### src/rtl/ssd_capture.sv
// Recovers hex nibbles from a multiplexed active-low seven-segment bus and assembles them into display words.
// Optional build macro SSD_CAPTURE_ALT_GLYPH_EN also accepts the alternate 7 (0x27) and 9 (0x67) glyphs.
module ssd_capture #(
    parameter int DIGITS        = 4,
    parameter int STABLE_CYCLES = 4,
    parameter int CNT_W         = 3
) (
    input  logic                  clk,
    input  logic                  rst_n,
    input  logic [DIGITS-1:0]     an_n,
    input  logic [6:0]            seg_n,
    input  logic                  clear,
    output logic [4*DIGITS-1:0]   value,
    output logic                  value_valid,
    output logic                  frame_err,
    output logic [DIGITS-1:0]     digit_mask
);

    typedef enum logic {
        COLLECT = 1'b0,
        EMIT    = 1'b1
    } state_t;

    state_t                state_q, state_d;
    logic [DIGITS-1:0]     an_q, anPrev_q;
    logic [6:0]            seg_q, segPrev_q;
    logic [CNT_W-1:0]      cnt_q, cnt_d;
    logic [4*DIGITS-1:0]   slots_q, slots_d;
    logic [DIGITS-1:0]     mask_q, mask_d;
    logic                  bad_q, bad_d;
    logic [4*DIGITS-1:0]   value_q, value_d;
    logic                  valid_q, valid_d;
    logic                  err_q, err_d;

    logic                  same;
    logic                  strobe;
    logic [DIGITS-1:0]     anLow;
    logic                  oneHot;
    logic                  decValid;
    logic [3:0]            decNibble;

    function automatic logic [4:0] decodeGlyph(input logic [6:0] p);
        logic [4:0] r;
        case (p)
            7'h3F: r = 5'h10;
            7'h06: r = 5'h11;
            7'h5B: r = 5'h12;
            7'h4F: r = 5'h13;
            7'h66: r = 5'h14;
            7'h6D: r = 5'h15;
            7'h7D: r = 5'h16;
            7'h07: r = 5'h17;
            7'h7F: r = 5'h18;
            7'h6F: r = 5'h19;
            7'h77: r = 5'h1A;
            7'h7C: r = 5'h1B;
            7'h39: r = 5'h1C;
            7'h5E: r = 5'h1D;
            7'h79: r = 5'h1E;
            7'h71: r = 5'h1F;
`ifdef SSD_CAPTURE_ALT_GLYPH_EN
            7'h27: r = 5'h17;
            7'h67: r = 5'h19;
`endif
            default: r = 5'h00;
        endcase
        return r;
    endfunction

    // The strobe fires on the single cycle the counter reaches its saturation value.
    always_comb begin
        same = ({an_q, seg_q} == {anPrev_q, segPrev_q});
        if (same) begin
            if (cnt_q == CNT_W'(STABLE_CYCLES)) begin
                cnt_d = cnt_q;
            end else begin
                cnt_d = cnt_q + CNT_W'(1);
            end
        end else begin
            cnt_d = CNT_W'(1);
        end
        strobe = (cnt_q != CNT_W'(STABLE_CYCLES)) && (cnt_d == CNT_W'(STABLE_CYCLES));
    end

    always_comb begin
        anLow               = ~an_q;
        oneHot              = (anLow != '0) && ((anLow & (anLow - 1'b1)) == '0);
        {decValid, decNibble} = decodeGlyph(~seg_q);
    end

    always_comb begin
        state_d = state_q;
        mask_d  = mask_q;
        bad_d   = bad_q;
        slots_d = slots_q;
        value_d = value_q;
        valid_d = 1'b0;
        err_d   = 1'b0;
        if (clear) begin
            mask_d  = '0;
            bad_d   = 1'b0;
            state_d = COLLECT;
        end else if (state_q == EMIT) begin
            if (bad_q) begin
                err_d = 1'b1;
            end else begin
                value_d = slots_q;
                valid_d = 1'b1;
            end
            mask_d  = '0;
            bad_d   = 1'b0;
            state_d = COLLECT;
        end else if (strobe && oneHot) begin
            for (int i = 0; i < DIGITS; i++) begin
                if (anLow[i]) begin
                    slots_d[4*i +: 4] = decNibble;
                    mask_d[i]         = 1'b1;
                end
            end
            bad_d = bad_q | ~decValid;
            if (mask_d == {DIGITS{1'b1}}) begin
                state_d = EMIT;
            end
        end
    end

    always_ff @(posedge clk) begin
        if (!rst_n) begin
            an_q      <= '1;
            seg_q     <= '1;
            anPrev_q  <= '1;
            segPrev_q <= '1;
            cnt_q     <= '0;
            slots_q   <= '0;
            mask_q    <= '0;
            bad_q     <= 1'b0;
            value_q   <= '0;
            valid_q   <= 1'b0;
            err_q     <= 1'b0;
            state_q   <= COLLECT;
        end else begin
            an_q      <= an_n;
            seg_q     <= seg_n;
            anPrev_q  <= an_q;
            segPrev_q <= seg_q;
            cnt_q     <= cnt_d;
            slots_q   <= slots_d;
            mask_q    <= mask_d;
            bad_q     <= bad_d;
            value_q   <= value_d;
            valid_q   <= valid_d;
            err_q     <= err_d;
            state_q   <= state_d;
        end
    end

    assign value       = value_q;
    assign value_valid = valid_q;
    assign frame_err   = err_q;
    assign digit_mask  = mask_q;

endmodule

### config.mk
export PLATFORM = sky130hd
export DESIGN_NAME = ssd_capture
export DESIGN_NICKNAME = d
export VERILOG_FILES = /design/src/rtl/ssd_capture.sv
export SDC_FILE = /design/constraint.sdc
export NUM_CORES = 1
export LEC_CHECK = 0
export ABC_AREA = 1
export CAP_MARGIN = 20
export CORE_MARGIN = 2
export CORE_UTILIZATION = 40
export CTS_BUF_LIST = sky130_fd_sc_hd__clkbuf_16
export DETAILED_ROUTE_END_ITERATION = 8
export PLACE_DENSITY_LB_ADDON = 0.3
export SLEW_MARGIN = 20
export SYNTH_ARGS = -nofsm -noshare
export SYNTH_HDL_FRONTEND = slang
export SYNTH_SLANG_ARGS = --single-unit
### constraint.sdc
create_clock -name clk -period 2.6 [get_ports clk]
set_clock_uncertainty 0.2 [all_clocks]
set_input_delay 0.52 -clock clk [delete_from_list [all_inputs] [get_ports clk]]
set_output_delay 0.52 -clock clk [all_outputs]
set_load 0.02 [all_outputs]
* Yosys cells after proc, flatten, opt, wreduce, memory -nomap -nowiden
Cells that the tools add are included.
Storage, ports and cells: register bits after elaboration 65, bits in latches 0, memory bits (writable) 0, bits in read-only memories 0, bits of input ports 14, output and inout port bits 22, word-level logic and storage cells 83, memories 0
Cells by class: $add $sub $neg 2, $mul 0, div/mod/pow operators 0, magnitude comparators 0, equality and inequality tests 21, shifts and indexed selects 0, mux-type cells 22, bitwise gates (word level) 10, reduce and logical (&&, ||, !) cells 13
Operators with widths (number):
- $eq 7x7->1 const B | 12
- $pmux 5 s16 | 1
- $mux 1 | 19
- $reduce_and 4->1 | 4
- $eq 7x3->1 const B | 2
- $eq 7x6->1 const B | 2
- $eq 11x11->1 | 1
- $not 7->7 | 1
- $eq 3x3->1 const B | 2
- $mux 3 | 2
- $not 1->1 | 6
- $reduce_or 3->1 | 2
- $and 4x4->4 | 1
- $eq 4x4->1 const B | 1
- $logic_not 4->1 | 1
- $not 4->4 | 1
- $reduce_bool 4->1 | 1
- $reduce_or 4->1 | 1
- $sub 4x1->4 const B | 1
- $add 3x1->3 const B | 1
- $logic_and 1x1->1 | 3
- $ne 3x3->1 const B | 1
- $reduce_and 3->1 | 1
- $or 1x1->1 | 1

* Depth between registers and ports, before layout
depth after elaboration 11, depth in mapped cells 13, depth with buffers taken out 12

* Least setup slack after synthesis
OpenSTA, ideal clock, no wires.
path kind reg-to-reg, start point register cnt_q[0], end point register slots_q[10], setup time 0.113 ns, data arrival time 1.699 ns, data required time 2.287 ns, path slack 0.588 ns, cell stages (with the launch flop) 14, path buffers 1, period minus slack after synthesis 2.012 ns, cells stage by stage dfxtp_1 -> clkinv_1 -> ha_1 -> inv_1 -> nand2_2 -> nor2_4 -> nand2_2 -> nor2_4 -> inv_4 -> nor2_8 -> buf_8 -> nand4_1 -> nand2_1 -> nor2_1
Between the ends: word-level cells in the longest chain between the ends 7, elaborated cells between the ends (all ways) 9, classes of those cells 1 x add/sub; 3 x eq/ne; 2 x mux; 3 x reduce/logical
Ends and longest elaborated chain:
- from (decl) | RTL line 27 | logic [CNT_W-1:0] cnt_q, cnt_d;
- from (signal assigned) | RTL line 146 | cnt_q <= cnt_d;
- $add 3x1->3 / $eq 3x3->1 (equally long branches) | RTL line 77, 74
- $mux 3 | RTL line 74 | if (cnt_q == CNT_W'(STABLE_CYCLES)) begin
- $mux 3 | RTL line 73 | if (same) begin
- $eq 3x3->1 | RTL line 82 | strobe = (cnt_q != CNT_W'(STABLE_CYCLES)) && (cnt_d == CNT_W'(STABLE_CYCLES));
- $logic_and 1x1->1 * | RTL line 82
- $logic_and 1x1->1 * | RTL line 113 | end else if (strobe && oneHot) begin
- $reduce_and 4->1 (no source line) *
- to (signal assigned) | RTL line 147 | slots_q <= slots_d;
- to (decl) | RTL line 28 | logic [4*DIGITS-1:0] slots_q, slots_d;
Every way passes the cells marked *; elsewhere a longest branch is shown, timed or not. A chain may end at the register's enable or synchronous reset.

* Final worst setup path
start point register cnt_q[0], end point register slots_q[14]
The elaborated chain is that of the path after synthesis.

==> impl_metrics.py <==
metrics = {
    "finish": {
        "synthToLayoutAreaGrowth_pct": 27.47,
        "final_cells": 523,
        "layout.cells.most_common_list": "sky130_fd_sc_hd__nor2_1, sky130_fd_sc_hd__nand2_1, sky130_fd_sc_hd__dfxtp_1",
        "final_core_utilization": 0.5350,
        "n_antenna_cell": 0,
        "layout.nets": 439,
        "drive_gt1_frac": 0.1639,
        "final_common_cell": "sky130_fd_sc_hd__nor2_1",
    },
    "floorplan": {
        "die_height_um": 88.90,
        "placementRows": 30,
        "design.die.area_mm2": 0.007902,
        "core_region_area_mm2": 0.006869,
        "dieWidth_um": 88.90,
        "io_pins": 36,
        "initial_standard_cell_utilization_of_the_core": 0.4197,
    },
    "route": {
        "via_count": 2472,
        "drt_wl_total_um": 5943,
        "vias_per_cell": 4.727,
        "drtPass1Iterations": 4,
        "antenna_left": 0,
        "route.detailed.wl_per_inst_um": 11.36,
        "post-route-drc-count": 0,
        "drt-initial-drc-count": 149,
    },
    "power_and_ir_drop": {
        "power-per-cell-area_mw_per_mm2": 683.9,
        "power.ir.vdd_worst_mv": 0.3298,
        "power.share.combinational": 0.058,
        "power_report.internal_total_mw": 1.999,
        "proportion_of_power_drawn_by_flip_flops_and_latches": 0.410,
        "power.net_switching_mw": 0.5146,
        "leakage_nw": 1.688,
        "sw_frac_of_total": 0.2047,
        "clock_power_share": 0.531,
    },
    "clock_tree": {
        "clock_tree.root_cell": "sky130_fd_sc_hd__clkbuf_16",
        "htree_levels": 3,
        "cts-buffers-inserted": 9,
        "clkSinkCount": 65,
        "clk_pin_slew_ps": 50,
        "cts_tree": "done",
        "post-cts-setup-buffers": 0,
        "clk_latency_ps": 320,
        "max-clock-path-buffers": 2,
        "cts.repair.resized": 0,
        "cts.hold.buffers_added": 0,
    },
    "timing": {
        "final_max_slew_viol_count": 0,
        "max_clock_freq_mhz": 456.1,
        "min_period_ps": 2193,
        "tightestPinTransition_ps": 430.4,
        "timing.final.hold_violations": 0,
        "finalSetupViolCount": 0,
        "grt_setup_unrepaired": "no",
        "fin_crit_sh": 0.8433,
        "final_sum_of_negative_setup_slack_ps": 0,
        "maxSlewHeadroom": 0.7120,
    },
    "yosys": {
        "netlist_top_cells_area": "sky130_fd_sc_hd__dfxtp_1, sky130_fd_sc_hd__nor2_1, sky130_fd_sc_hd__nand2_1",
        "seq_area_frac_synth": 0.4514,
        "netlist_area_mm2": 0.002883,
        "gate_count_of_the_mapped_netlist": 382,
        "ys_seq_elements": 65,
        "number_of_nets_in_the_synthesized_netlist": 398,
        "yosysWarningCount": 0,
        "syn-mean-instance-area_um2": 7.547,
        "cell_accounting_for_the_most_synthesized_area": "sky130_fd_sc_hd__dfxtp_1",
        "post-synth-top-area-fraction": 0.4514,
        "netlist-cell-type-count": 36,
    },
    "place": {
        "dpl.hpwl_um": 4264,
        "buffer_ports.inserted": 35,
        "numPlacedInstances": 508,
        "gp_routability_congestion": 0.9058,
    },
    "global_route": {
        "track_usage": 0.1659,
        "grt_first_pass_wirelength_um": 10040,
        "initial_antenna_violation_count": 0,
        "first_global_vias": 2308,
        "grt_max_degree": 45,
        "globalRouteOverflowTotal": 0,
    },
    "worst_hold_path": {
        "timing.hold.worst_endpoint": "slots_q[1]$_SDFFE_PN0P_",
        "hold_path.class": "flop to flop",
        "number_of_instances_on_the_worst_hold_path": 2,
        "hold_path_startpoint": "slots_q[1]$_SDFFE_PN0P_",
    },
    "critical_path": {
        "critPathArrivalTime_ps": 2210,
        "crit_chain": "clkinv_1 > ha_1 > inv_1 > nand2_2 > nor2_4 > nand2_2 > nor2_4 > inv_4 > nor2_8 > nand4_1 > nand2_1 > nor2_1",
        "timing.reg2reg.setup_slack_ps": 410,
        "critical-path-max-stage-delay_ps": 340,
        "crit-reg2reg-launch": "cnt_q[0]$_SDFF_PN0_",
        "worst_path_max_delay_cell": "sky130_fd_sc_hd__dfxtp_1",
        "cp.required_ps": 2620,
        "endpoint_kind": "flop",
        "r2r.worst_path.cells": 12,
        "timing.setup.critical_path_class": "flop to flop",
        "crit_fanout": 18,
        "worstSetupStartpointType": "flop",
        "timing.rr.end": "slots_q[14]$_SDFFE_PN0P_",
    },
    "job": {
        "drv_cap": 0,
    },
    "outcome": {
        "status": "complete, no violations",
    },
}
## area by class of cell
type / instances / area (µm²)
fill: 681 / 3194
sequential: 65 / 1301
clock inverter: 6 / 107.6
clock buffer: 9 / 225.2
timing repair buffer: 40 / 387.9
multi-input combinational: 269 / 1388
inverter: 38 / 145.1
tap: 96 / 120.1
## power groups by stage
stage | logic, mW | registers (mW) | clock network, mW
detailed placement | 0.148 | 1.05 | 0
finish | 0.147 | 1.03 | 1.34
global placement | 0.144 | 1.05 | 0
global route | 0.166 | 1.03 | 1.41
floorplan | 0.105 | 1.05 | 0
CTS | 0.150 | 1.03 | 1.36
## cell usage after synthesis (all sizes together)
cell	instances
a21oi	5
buf	2
clkbuf	8
clkinv	2
dfxtp	65
ha	2
inv	36
nand2	75
nand3	13
nand3b	1
nand4	22
nor2	105
nor3	5
nor4	2
nor4b	1
o21ai	19
o22ai	2
or2	11
xnor2	4
xor2	2
## metal layers
layer	global-route usage	up-vias	share of wire
met3	0.05171	9	0.037
met2	0.2707	45	0.46
met4	0.05510	0	0.014
li1	-	1297	-
met1	0.2090	1121	0.49
met5	0	-	0
## state kept, by name, indices dropped and copies added (netlist names), 3 cells and up
signal,cells
cnt_q,3
value,16
digit_mask,4
segPrev_q,7
an_q,4
seg_q,7
slots_q,16
anPrev_q,4
## through the flow
stage / cell area [µm²] / hold slack (ps) / power [mW] / setup slack (ps)
after global routing: 3675 / 303.9 / 2.603 / 241.7
after CTS: 3675 / 284.9 / 2.542 / 377.8
final: 3675 / 283.4 / 2.513 / 407.5
after global placement: 3342 / 268.3 / 1.195 / 492.5
after floorplan: 2883 / 255.6 / 1.154 / 588.0
after detailed placement: 3342 / 271.4 / 1.200 / 411.7
## how the worst max path moves through the flow
stage	from	to	slack [ps]
2_1_floorplan	cnt_q[0]$_SDFF_PN0_	slots_q[10]$_SDFFE_PN0P_	590
3_3_place_gp	cnt_q[0]$_SDFF_PN0_	slots_q[15]$_SDFFE_PN0P_	490
3_5_place_dp	cnt_q[0]$_SDFF_PN0_	slots_q[14]$_SDFFE_PN0P_	410
4_1_cts	cnt_q[0]$_SDFF_PN0_	slots_q[14]$_SDFFE_PN0P_	380
5_1_grt	cnt_q[0]$_SDFF_PN0_	slots_q[15]$_SDFFE_PN0P_	240
6_report	cnt_q[0]$_SDFF_PN0_	slots_q[14]$_SDFFE_PN0P_	410
## critical path: cells and delay by family (launching register included)
kind / cells / cell delay [ps]
adder cells (fa/ha/maj): 1 / 320
AND/OR/NAND/NOR: 8 / 940
flip-flops: 1 / 340
buffers and inverters: 3 / 280
## cell families (layout without fill, tap and decap cells)
| logic type | after synthesis | in the layout | share of synthesized area |
|---|---|---|---|
| AND/OR/NAND/NOR | 235 | 235 | 0.4006 |
| flip-flops | 65 | 65 | 0.4514 |
| buffers and inverters | 48 | 93 | 0.06728 |
| AO/OA/AOI/OAI | 26 | 26 | 0.04861 |
| XOR/XNOR | 6 | 6 | 0.02344 |
| adder cells (fa/ha/maj) | 2 | 2 | 0.008679 |
Note: power is estimated with default switching activity, not from simulation.
